==> config.mk <==
export PLATFORM = sky130hd
export DESIGN_NAME = sram_arbiter
export DESIGN_NICKNAME = d
export VERILOG_FILES = /design/src/rtl/sram_arbiter.sv
export SDC_FILE = /design/constraint.sdc
export NUM_CORES = 1
export LEC_CHECK = 0
export ABC_AREA = 1
export BUFFER_PORTS_ARGS = -buffer_cell sky130_fd_sc_hd__buf_2
export CORE_AREA = 2 2 229 231
export DETAILED_ROUTE_END_ITERATION = 10
export DIE_AREA = 0 0 231 233
export PLACE_DENSITY = 0.51
export SYNTH_ARGS = -nofsm -noshare
export SYNTH_HDL_FRONTEND = slang
export SYNTH_SLANG_ARGS = --single-unit
==> constraint.sdc <==
create_clock -name i_clk -period 23 [get_ports i_clk]
set_clock_uncertainty 0.15 [all_clocks]
set_input_delay 4.6 -clock i_clk [delete_from_list [all_inputs] [get_ports i_clk]]
set_output_delay 4.6 -clock i_clk [all_outputs]
set_load 0.1 [all_outputs]
==> src/rtl/sram_arbiter.sv <==
// sram_arbiter
//   Round-robin arbiter that shares one single-port synchronous SRAM among
//   NREQ requesters. Each accepted command flows through three register
//   stages (C: drive SRAM, D: wait for read data, R: return response), so
//   one command per cycle is sustained with up to three in flight.
//
// Ports
//   i_clk, i_rst        clock (rising edge), asynchronous active-high reset
//   i_req_valid/ready   per-requester command handshake (ready is one-hot)
//   i_req_write         1=write, 0=read
//   i_req_addr          flattened byte addresses, ABITS per requester
//   i_req_wdata         flattened write data, DBITS per requester
//   i_req_wstrb         flattened byte strobes, DBITS/8 per requester
//   o_resp_valid        one-hot response strobe, three cycles after acceptance
//   o_resp_rdata        response data (zero for writes and idle cycles)
//   o_mem_*             SRAM command (word address), zeroed when o_mem_cs=0
//   i_mem_rdata         SRAM read data, valid the cycle after o_mem_cs
module sram_arbiter #(
   parameter int NREQ        = 4,
   parameter int ABITS       = 18,
   parameter int DBITS       = 64,
   parameter int async_reset = 1
) (
   input  logic                                 i_clk,
   input  logic                                 i_rst,
   input  logic [NREQ-1:0]                      i_req_valid,
   output logic [NREQ-1:0]                      o_req_ready,
   input  logic [NREQ-1:0]                      i_req_write,
   input  logic [NREQ*ABITS-1:0]                i_req_addr,
   input  logic [NREQ*DBITS-1:0]                i_req_wdata,
   input  logic [NREQ*DBITS/8-1:0]              i_req_wstrb,
   output logic [NREQ-1:0]                      o_resp_valid,
   output logic [DBITS-1:0]                     o_resp_rdata,
   output logic                                 o_mem_cs,
   output logic                                 o_mem_we,
   output logic [ABITS-$clog2(DBITS/8)-1:0]     o_mem_addr,
   output logic [DBITS-1:0]                     o_mem_wdata,
   output logic [DBITS/8-1:0]                   o_mem_wstrb,
   input  logic [DBITS-1:0]                     i_mem_rdata
);

   localparam int SBITS = DBITS / 8;
   localparam int OFS   = $clog2(SBITS);
   localparam int MBITS = ABITS - OFS;
   localparam int IDW   = $clog2(NREQ);

   // ---------------------------------------------------------------- arbiter
   logic [IDW-1:0]   rr_ptr;
   logic [IDW-1:0]   win_id;
   logic [IDW-1:0]   cand;
   logic             found;
   logic             fire;

   // Search starts one past the last winner, so the last winner has lowest
   // priority; a lone requester wraps around to itself and wins every cycle.
   always_comb begin
      found  = 1'b0;
      win_id = '0;
      cand   = '0;
      for (int i = 1; i <= NREQ; i++) begin
         cand = IDW'((int'(rr_ptr) + i) % NREQ);
         if (!found && i_req_valid[cand]) begin
            found  = 1'b1;
            win_id = cand;
         end
      end
   end

   assign fire = found & ~i_rst;

   always_comb begin
      o_req_ready = '0;
      if (fire) o_req_ready[win_id] = 1'b1;
   end

   logic [ABITS-1:0] win_addr;
   logic [DBITS-1:0] win_wdata;
   logic [SBITS-1:0] win_wstrb;

   assign win_addr  = i_req_addr [int'(win_id)*ABITS +: ABITS];
   assign win_wdata = i_req_wdata[int'(win_id)*DBITS +: DBITS];
   assign win_wstrb = i_req_wstrb[int'(win_id)*SBITS +: SBITS];

   // Byte-offset bits never reach the word-addressed SRAM.
   logic unused_bits;
   assign unused_bits = ^{win_addr[OFS-1:0], async_reset[0]};

   // --------------------------------------------------------------- pipeline
   // vld_pipe[1]=C (SRAM access), [2]=D (read data returning), [3]=R (resp)
   logic [3:1]       vld_pipe;
   logic [IDW-1:0]   c_id, d_id, r_id;
   logic             c_we, d_we;
   logic [MBITS-1:0] c_addr;
   logic [DBITS-1:0] c_wdata;
   logic [SBITS-1:0] c_wstrb;
   logic [DBITS-1:0] r_rdata;

   always_ff @(posedge i_clk or posedge i_rst) begin
      if (i_rst) begin
         rr_ptr   <= IDW'(NREQ - 1);
         vld_pipe <= '0;
         c_id     <= '0;
         c_we     <= 1'b0;
         c_addr   <= '0;
         c_wdata  <= '0;
         c_wstrb  <= '0;
         d_id     <= '0;
         d_we     <= 1'b0;
         r_id     <= '0;
         r_rdata  <= '0;
      end else begin
         vld_pipe <= {vld_pipe[2:1], fire};
         if (fire) begin
            rr_ptr  <= win_id;
            c_id    <= win_id;
            c_we    <= i_req_write[win_id];
            c_addr  <= win_addr[ABITS-1:OFS];
            c_wdata <= win_wdata;
            c_wstrb <= win_wstrb;
         end
         d_id <= c_id;
         d_we <= c_we;
         r_id <= d_id;
         // Only reads return data; writes and bubbles load zero so the
         // response bus is quiet whenever no read response is presented.
         r_rdata <= (vld_pipe[2] && !d_we) ? i_mem_rdata : '0;
      end
   end

   assign o_mem_cs    = vld_pipe[1];
   assign o_mem_we    = vld_pipe[1] & c_we;
   assign o_mem_addr  = vld_pipe[1] ? c_addr  : '0;
   assign o_mem_wdata = vld_pipe[1] ? c_wdata : '0;
   assign o_mem_wstrb = vld_pipe[1] ? c_wstrb : '0;

   always_comb begin
      o_resp_valid = '0;
      if (vld_pipe[3]) o_resp_valid[r_id] = 1'b1;
   end

   assign o_resp_rdata = r_rdata;

endmodule

======== After elaboration in Yosys (flattened, before gate mapping) ========
Index checks and enable logic that the tools add are counted.
cells by class
  multiply operators ...................... 1
  shifts and indexed selects .............. 3
  mux-type cells .......................... 28
  bitwise logic cells ..................... 3
  order comparisons ....................... 8
  $add $sub $neg .......................... 4
  reductions and logical operators ........ 10
operators by type and width
  kind                                                         number
  variable part select 256 x 9 -> 64 bit                       1
  2-to-1 mux 64 bit                                            2
  variable part select 72 x 8 -> 18 bit                        1
  variable part select 32 x 6 -> 8 bit                         1
  less-than comparator 2 x 3 -> 1 bit (second input constant)  6
  2-to-1 mux 15 bit                                            1
  2-to-1 mux 1 bit                                             11
  binary-select mux 1 bit (select 2 bit)                       5
  2-to-1 mux 2 bit                                             4
  2-to-1 mux 4 bit                                             2
  2-to-1 mux 8 bit                                             1
  logical AND 1 bit                                            6
  multiplier 2 x 4 -> 6 bit (second input constant)            1
  adder 2 x 1 -> 2 bit (second input constant)                 2
  adder 2 bit (second input constant)                          2
  demux 1 bit (select 2 bit)                                   2
  >= comparator 2 x 1 -> 1 bit (second input constant)         2
  zero test 1 bit                                              4
  AND 1 bit                                                    2
  inverter 1 bit                                               1
storage, ports and cells
  input bits .............................. 434
  flip-flop bits (word level) ............. 164

======== Depth between registers and ports, before layout ========
  word-level depth ........................ 18
  mapped depth ............................ 17

======== Worst setup path before layout ========
Ideal clock, no wire load.
  path kind ............................... input to output
  from .................................... input port i_rst
  to ...................................... output port o_req_ready[0]
  arrival ................................. 10707 ps
  data required time ...................... 18250 ps
  stages .................................. 4
  path slack .............................. 7543 ps
  buffers on the path ..................... 1
  cell sequence ........................... inv_1 o21ai_1 buf_2 nor3_1
on the way
  longest elaborated chain between the ends .. 3
ends and longest elaborated chain
  item              line  source
  from (decl)       25    input logic i_rst,
  inverter 1 bit    69    assign fire = found & ~i_rst;
  AND 1 bit         69
  2-to-1 mux 4 bit  73    if (fire) o_req_ready[win_id] = 1'b1;
  to (decl)         27    output logic [NREQ-1:0] o_req_ready,
Every way passes these cells.

======== Worst setup path in the final report ========
  from .................................... input port i_req_valid[1]
  to ...................................... output port o_req_ready[1]
on the way
  longest elaborated chain between the ends .. 17
ends and longest elaborated chain
  item                                                                                                              line  source
  from (decl)                                                                                                       26    input logic [NREQ-1:0] i_req_valid,
  binary-select mux 1 bit (select 2 bit)                                                                            62    if (!found && i_req_valid[cand]) begin
  2-to-1 mux 1 bit (implied by the code)                                                                            62
  2-to-1 mux 1 bit                                                                                                  62
  zero test 1 bit                                                                                                   62
  logical AND 1 bit                                                                                                 62
  2-to-1 mux 1 bit                                                                                                  62
  zero test 1 bit                                                                                                   62
  logical AND 1 bit                                                                                                 62
  2-to-1 mux 1 bit                                                                                                  62
  zero test 1 bit                                                                                                   62
  logical AND 1 bit                                                                                                 62
  2-to-1 mux 2 bit                                                                                                  62
  less-than comparator 2 x 3 -> 1 bit (implied by the code) / >= comparator 2 x 1 -> 1 bit (equally long branches)  73
  logical AND 1 bit (implied by the code)                                                                           73
  2-to-1 mux 1 bit (implied by the code)                                                                            73
  demux 1 bit (select 2 bit)                                                                                        73
  2-to-1 mux 4 bit *                                                                                                73
Every way passes the cells marked *; elsewhere a longest branch is shown, timed or not. The select of a mux whose other input is x is not followed.

==> results.yml <==
clock_network:
  cts-root-buf: "clkbuf_16"
  clock_latency_ps: 470
  cts_setup_buffers: 0
  h-tree-depth: 4
  cts_resized: 0
  cts_buffers: 17
  cts_tree: "built"
  cts_hold_buf: 0
  clockBufferDepth: 2
  clkTransAtPathRegs_ps: 80
  cts_sinks: 164
routing:
  vias: 12100
  wirelength_um: 42600
  first_iter_violations: 450
  avgRoutedWirePerCell_um: 14.7
  via_per_inst: 4.17
  firstDrtPassIters: 5
  ant_nets: 0
  met2_length_um: 20900
  wirelength_met1_um: 17800
  top_layer: "met5"
  drcViolationCount: 0
  wl_met3_um: 2890
logic_synthesis:
  ys_types: 21
  yosys.area.top_type: "dfrtp_1"
  synth_nets: 2146
  synthesis.area_sq_um: 10300
  yosysSeqAreaShare: 0.398
  yosys_warnings: 0
  yosys.area.top_type_share: 0.393
  ys_top_cells_by_area: "dfrtp_1, nand2_1, nand3_1, inv_1, nor2_1"
  synth_cells: 1712
  syn_area_per_cell_sq_um: 6.02
  ys_seq_elements: 164
timing:
  timing_worst_slew_pin_value_ps: 1110
  clock.fmax_ghz: 0.0824
  finalSetupViolCount: 0
  min_period_ps: 12140
  rsz0062_at_grt: "false"
  finalHoldViolCount: 0
  setup-tns-final_ps: 0
  post-route-period-util: 0.528
  finalMaxSlewViolations: 0
  relSlewSlack: 0.258
final_layout:
  final_cell_mix: "nand2_1, buf_2, nand3_1"
  drive_gt1_frac: 0.289
  final_common_cell: "nand2_1"
  finalNetCount: 2648
  diodes: 0
  area.growth.synth_to_final_pct: 38.7
run_status:
  status: "complete, no violations"
setup_path:
  critical_path_class: "input pin to output port"
  cp_cell_sequence: "buf_2 -> inv_1 -> nand2_1 -> nand2_1 -> o21ai_0 -> nand3_1 -> nand2_8 -> nand2_8 -> inv_2 -> nand2_1 -> nor2_1 -> buf_2"
  slowest_stage: "nand2_8"
  cp-end-kind: "output port"
  worst-path-max-fanout: 85
  cp-start-kind: "input pin"
  cp_common_cell: "nand2_1"
  arrival_ps: 7390
  cp_data_required_time_ps: 18250
  cp_slowest_stage_delay_ps: 460
job:
  maxCapViolCount: 0
place:
  gp_congestion: 0.896
  dpl.hpwl_um: 31500
  portBuffers: 582
global_route:
  grt_pass1_vias: 11900
  grt_pass1_wl_um: 64800
  overflow: 0
  grt_max_degree: 95
  track_usage: 0.157
  antenna_found_initial: 2
min_path:
  hold_path.class: "flip-flop to flip-flop"
die:
  initial_core_util: 0.202
  die_x_um: 231
  rows: 83
  ios: 595
  core_area_sq_um: 51100
  fp.dieH_um: 233
  fp.dieArea_sq_um: 53800
## critical path: cells and delay by family
family / cells / cell delay (ps)
buf+inv: 4 / 760
compound gates: 1 / 360
simple gates: 7 / 1550
## state kept, by name (all words and copies together) (netlist names), 2 cells and up
register	flops
c_wdata	64
o_resp_rdata	64
c_addr	15
c_wstrb	8
vld_pipe	3
c_id	2
d_id	2
r_id	2
rr_ptr	2
## cells in the mapped netlist, drive strengths merged
| library cell | number |
|---|---|
| inv | 165 |
| a21boi | 1 |
| o21ai | 4 |
| clkbuf | 37 |
| dfrtp | 162 |
| a21oi | 1 |
| nand3 | 180 |
| nand2 | 1009 |
| nor3 | 5 |
| buf | 74 |
| dfstp | 2 |
| nor2 | 72 |
## per-stage QoR
step | worst slack, ps | hold slack [ps] | util | area [sq um] | instances
CTS | 10810 | 234 | 0.280 | 14300 | 2907
global placement | 10850 | 217 | 0.268 | 13700 | 2875
floorplan | 7540 | 181 | - | 10300 | 1712
detailed placement | 10810 | 213 | 0.268 | 13700 | 2875
finish | 10860 | 231 | 0.280 | 14300 | 2907
global route | 10470 | 246 | 0.280 | 14300 | 2907
## cell type report
class	count	area [sq um]
clock buffers	18	439
fillers	5896	36800
inverters	165	629
flip-flops and latches	164	4110
well taps	680	851
clock inverters	14	161
multi-input cells	1272	5100
repair buffers	594	3000
## final timing paths
check                      slack (ps)  cells after the start           start        endpoint
hold / removal                    230                      0         c_id[0]         d_id[0]
min in group asynchronous        4000                      2           i_rst     vld_pipe[3]
setup / recovery                10860                     12  i_req_valid[1]  o_req_ready[1]
setup reg to reg                18690                     15       rr_ptr[0]     c_wdata[10]
max in group asynchronous       17330                      3           i_rst     vld_pipe[1]
hold reg to reg                   230                      0         c_id[0]         d_id[0]
## routing by layer
metal  vias to the layer above  track usage
li1                       6089            -
met1                      5512        0.183
met2                       474        0.276
met3                        51       0.0395
met4                         4       0.0577
met5                         -            0
## kinds of logic (layout without fill, tap and decap cells)
logic type / after synthesis / after routing / synth area share
and+or+nand+nor: 1266 / 1266 / 0.487
AOI/OAI and AO/OA: 6 / 6 / 0.00316
DFF: 164 / 164 / 0.398
buffers and inverters: 276 / 791 / 0.112
Power is left out: the tool's default activity adds up to more than one toggle a clock period on the data nets, which glitch-free logic cannot reach.
